File: src/rtl/beat_seq.sv
// Beat (W-state) sequencer feeding the hardwired controller: one-hot W1/W2/W3,
// run/halt control from the QD start button, single-step, completed-cycle counter.
module beat_seq #(
  parameter int CNT_W = 16
) (
  input  logic             T3,
  input  logic             CLR,
  input  logic             QD,
  input  logic             STEP,
  input  logic             SHORT,
  input  logic             LONG,
  input  logic             STOP,
  output logic             W1,
  output logic             W2,
  output logic             W3,
  output logic             RUN,
  output logic             EOC,
  output logic [CNT_W-1:0] CYC
);

  // One-hot encoding so the state register bits are the beat outputs directly.
  typedef enum logic [2:0] {
    BEAT_W1 = 3'b001,
    BEAT_W2 = 3'b010,
    BEAT_W3 = 3'b100
  } beat_t;

  beat_t beat, beat_nxt;
  logic  q1, q2, q3;
  logic  start_edge;
  logic  cyc_end;
  logic  run_nxt;

  assign start_edge = q2 & ~q3;

  always_comb begin
    beat_nxt = beat;
    cyc_end  = 1'b0;
    if (RUN) begin
      case (beat)
        BEAT_W1: begin
          if (SHORT) cyc_end  = 1'b1;
          else       beat_nxt = BEAT_W2;
        end
        BEAT_W2: begin
          if (LONG) begin
            beat_nxt = BEAT_W3;
          end else begin
            beat_nxt = BEAT_W1;
            cyc_end  = 1'b1;
          end
        end
        BEAT_W3: begin
          beat_nxt = BEAT_W1;
          cyc_end  = 1'b1;
        end
        default: beat_nxt = BEAT_W1;
      endcase
    end
  end

  // While running, a start edge is ignored and STOP dominates it.
  always_comb begin
    run_nxt = RUN;
    if (RUN) run_nxt = ~(STOP | (cyc_end & STEP));
    else     run_nxt = start_edge;
  end

  always_ff @(negedge T3 or negedge CLR) begin
    if (!CLR) begin
      beat <= BEAT_W1;
      q1   <= 1'b0;
      q2   <= 1'b0;
      q3   <= 1'b0;
      RUN  <= 1'b0;
      EOC  <= 1'b0;
      CYC  <= '0;
    end else begin
      beat <= beat_nxt;
      q1   <= QD;
      q2   <= q1;
      q3   <= q2;
      RUN  <= run_nxt;
      EOC  <= cyc_end;
      if (cyc_end) CYC <= CYC + CNT_W'(1);
    end
  end

  assign W1 = beat[0];
  assign W2 = beat[1];
  assign W3 = beat[2];

endmodule

File: config.mk
export PLATFORM = sky130hd
export DESIGN_NAME = beat_seq
export DESIGN_NICKNAME = d
export VERILOG_FILES = /design/src/rtl/beat_seq.sv
export SDC_FILE = /design/constraint.sdc
export NUM_CORES = 1
export LEC_CHECK = 0
export BUFFER_PORTS_ARGS = -buffer_cell sky130_fd_sc_hd__buf_2
export CAP_MARGIN = 25
export CORE_MARGIN = 1
export CORE_UTILIZATION = 50
export CTS_CLUSTER_DIAMETER = 40
export CTS_CLUSTER_SIZE = 14
export DETAILED_ROUTE_END_ITERATION = 12
export HOLD_SLACK_MARGIN = 0.15
export PLACE_DENSITY = 0.76
export SKIP_LAST_GASP = 1
export SLEW_MARGIN = 40
export SYNTH_ARGS = -nofsm -noshare
export SYNTH_HDL_FRONTEND = slang
export SYNTH_SLANG_ARGS = --single-unit
File: constraint.sdc
create_clock -name T3 -period 2.2 [get_ports T3]
set_input_delay 0.66 -clock T3 [delete_from_list [all_inputs] [get_ports T3]]
set_output_delay 0.66 -clock T3 [all_outputs]
set_load 0.05 [all_outputs]
==> flow_metrics.tcl <==
set metrics [dict create \
    via_per_inst 5.96 \
    syn-cell-area_um2 1050 \
    rows 16 \
    layout-area-overhead-vs-synth_pct 72.1 \
    synth.avg_cell_area_um2 12.2 \
    r2r_start "beat[2]$_DFFE_NN0P_" \
    vias 1108 \
    reg2reg_depth 7 \
    clk_pin_slew_ps 90 \
    hold_path_class "reg2reg" \
    setup_viol 39 \
    wl_um 4150 \
    htree_num_levels 1 \
    die_area_um2 2280 \
    postLayoutCoreUtil_pct 92.0 \
    fin_nets 168 \
    hold_depth 0 \
    ant_nets 0 \
    cp.arrival_ps 2020 \
    switching_share_pct 43.0 \
    grt_pass1_vias 956 \
    start_kind "input port" \
    cellPowerDensity_nw_per_um2 1010 \
    overflow 0 \
    worstMarginPinSlew_ps 596 \
    max_slew_margin_pct 59.9 \
    fin_ws_ps -752 \
    synth-seq-cells 24 \
    seqPwrFrac_pct 32.7 \
    drv_cap 0 \
    initial_utilization_pct 53.4 \
    place_hpwl_um 1890 \
    cp_max_fo 7 \
    stdcell_area_um2 1800 \
    endpoint "CYC[13]$_DFFE_NN0P_" \
    n_antenna_cell 0 \
    crit_path_start "LONG" \
    ys_types 27 \
    port_buffers 27 \
    die_w_um 47.8 \
    hold_viol 0 \
    synthesis.nets 94 \
    synth.area.top_cells "dfrtn_1 (55%), xnor2_1 (12%), nand3_1 (4.3%), a31oi_4 (4.1%), nand2_1 (3.6%)" \
    r2r-end "CYC[13]$_DFFE_NN0P_" \
    drv_slew 0 \
    critPathKind "in2reg" \
    p_sw_mw 0.782 \
    dpl_cell_area_um2 1450 \
    die_h_um 47.8 \
    holdBufCountCts 0 \
    netlist.area_leader.share_pct 54.9 \
    nFillCells 70 \
    drc 0 \
    grt_pass1_wl_um 4240 \
    drtIter0Drc 50 \
    rsz0062_at_grt "true" \
    max-vdd-ir-drop_v 0.000996 \
    setup.worst_path.end_class "register" \
    p_comb_share_pct 55.4 \
    drive_gt1_share_pct 59.1 \
    yosysSeqAreaShare_pct 57.4 \
    cts_buffers 3 \
    wl_per_cell_um 22.3 \
    required_ps 1260 \
    grt_max_degree 15 \
    violations "negative setup slack" \
    setup_tns_ps -21600 \
    clkPwrFrac_pct 11.9 \
    p_leak_nw 0.868 \
    synthCells 86 \
    grtUsageTotal_pct 28.7 \
    io_pins 28 \
    min_from "q1$_DFF_NN0_" \
    synth_top_cell_by_area "dfrtn_1" \
    clkLatencyLatePin_ps 380 \
    cts_max_path_buffers 2 \
    status "complete, but fails checks" \
    drtPass1Iterations 4 \
    clockRootBuffer "clkbuf_4" \
    cts_sinks 24 \
    cts_tree "yes" \
    antenna_found_initial 0 \
    reg2reg_slack_ps -50 \
    finalPower_mw 1.82 \
    p_int_mw 1.04 \
    ys.warnings.count 0 \
    place.gp.congestion 0.931 \
    skew_ps 68.0 \
    core_area_um2 1960 \
]
-- worst min-delay path by stage --
| stage | end | slack (ps) |
|---|---|---|
| floorplan | q2$_DFF_NN0_ | 290 |
| global placement | q2$_DFF_NN0_ | 300 |
| detailed placement | q2$_DFF_NN0_ | 310 |
| CTS | q2$_DFF_NN0_ | 320 |
| global route | q2$_DFF_NN0_ | 320 |
| finish | q2$_DFF_NN0_ | 320 |
-- flip-flops by register name (all words and copies together), names as in the netlist --
name,cells
EOC,1
beat,3
q1,1
CYC,16
q2,1
RUN,1
q3,1
-- cells by family (layout without fill, tap and decap cells) --
group	count (synthesis)	after routing	synth area share [%]
flops	24	24	57.4
mux	1	1	1.07
buf+inv	4	77	1.43
fa+ha+maj	1	1	1.19
simple gates	33	33	17.9
compound gates	8	8	8.47
xor+xnor	15	15	12.5
-- worst max-delay path, stage by stage --
cell and delay (ps):
buf_6 100, or4b_4 540, a31oi_4 330, nand4_1 190, xnor2_1 190
-- per-layer routing --
metal,track usage [%],vias to the layer above,share of wire (%)
met5,0,-,0
met4,20.0,0,7.7
met3,6.79,35,7.1
met2,51.1,82,48
met1,29.2,540,37
li1,-,451,-
-- cell usage in the layout, fill, tap and decap left out, types with 2 or more instances in the layout --
cell / n
a31oi_4: 2
buf_2: 5
buf_4: 39
buf_6: 24
clkbuf_4: 3
dfrtn_1: 23
inv_1: 2
nand2_1: 4
nand2_2: 5
nand2b_1: 2
nand3_1: 3
nand3_2: 5
nand4_1: 4
xnor2_1: 13
-- metrics by stage --
stage	worst slack (ps)	hold WS [ps]	std cells
3_5_place_dp	-930	305	166
6_report	-752	316	186
3_3_place_gp	-898	301	166
4_1_cts	-694	315	180
2_1_floorplan	-772	292	86
5_1_grt	-761	317	186
-- cell usage after synthesis --
master	n
a21o_1	1
a21oi_1	1
a31oi_4	2
and3_1	1
and4_1	1
clkbuf_1	1
dfrtn_1	23
dfstp_2	1
ha_1	1
inv_1	3
mux2_1	1
nand2_1	10
nand2b_1	2
nand3_1	9
nand4_1	4
nand4bb_1	1
nor3_1	1
nor3b_1	1
nor4_1	1
o21a_1	1
o31ai_1	1
o32a_1	1
o32ai_1	1
or3b_2	1
or4b_4	1
xnor2_1	14
xor2_1	1
-- power groups by stage --
| stage | Sequential [mW] | Combinational, mW | Clock, mW |
|---|---|---|---|
| CTS | 0.577 | 0.892 | 0.208 |
| global route | 0.599 | 1.04 | 0.232 |
| detailed placement | 0.570 | 0.728 | 0.00566 |
| finish | 0.594 | 1.01 | 0.217 |
| floorplan | 0.845 | 0.171 | 0.00566 |
| global placement | 0.568 | 0.690 | 0.00566 |
-- area by class of cell --
class | count | area [um^2] | area share, %
Clock buffer | 4 | 26.3 | 1.46
Clock inverter | 1 | 3.75 | 0.208
Inverter | 2 | 7.51 | 0.416
Multi-Input combinational cell | 58 | 504 | 27.9
Sequential cell | 24 | 606 | 33.6
Tap cell | 27 | 33.8 | 1.87
Timing Repair Buffer | 70 | 623 | 34.5
-- what timing repair did --
action	in CTS	in global routing
pin swaps	10	6
gates resized for setup	53	8
setup endpoints to repair	39	39
buffers inserted	10	6
Power figures use the tool's default switching activity.
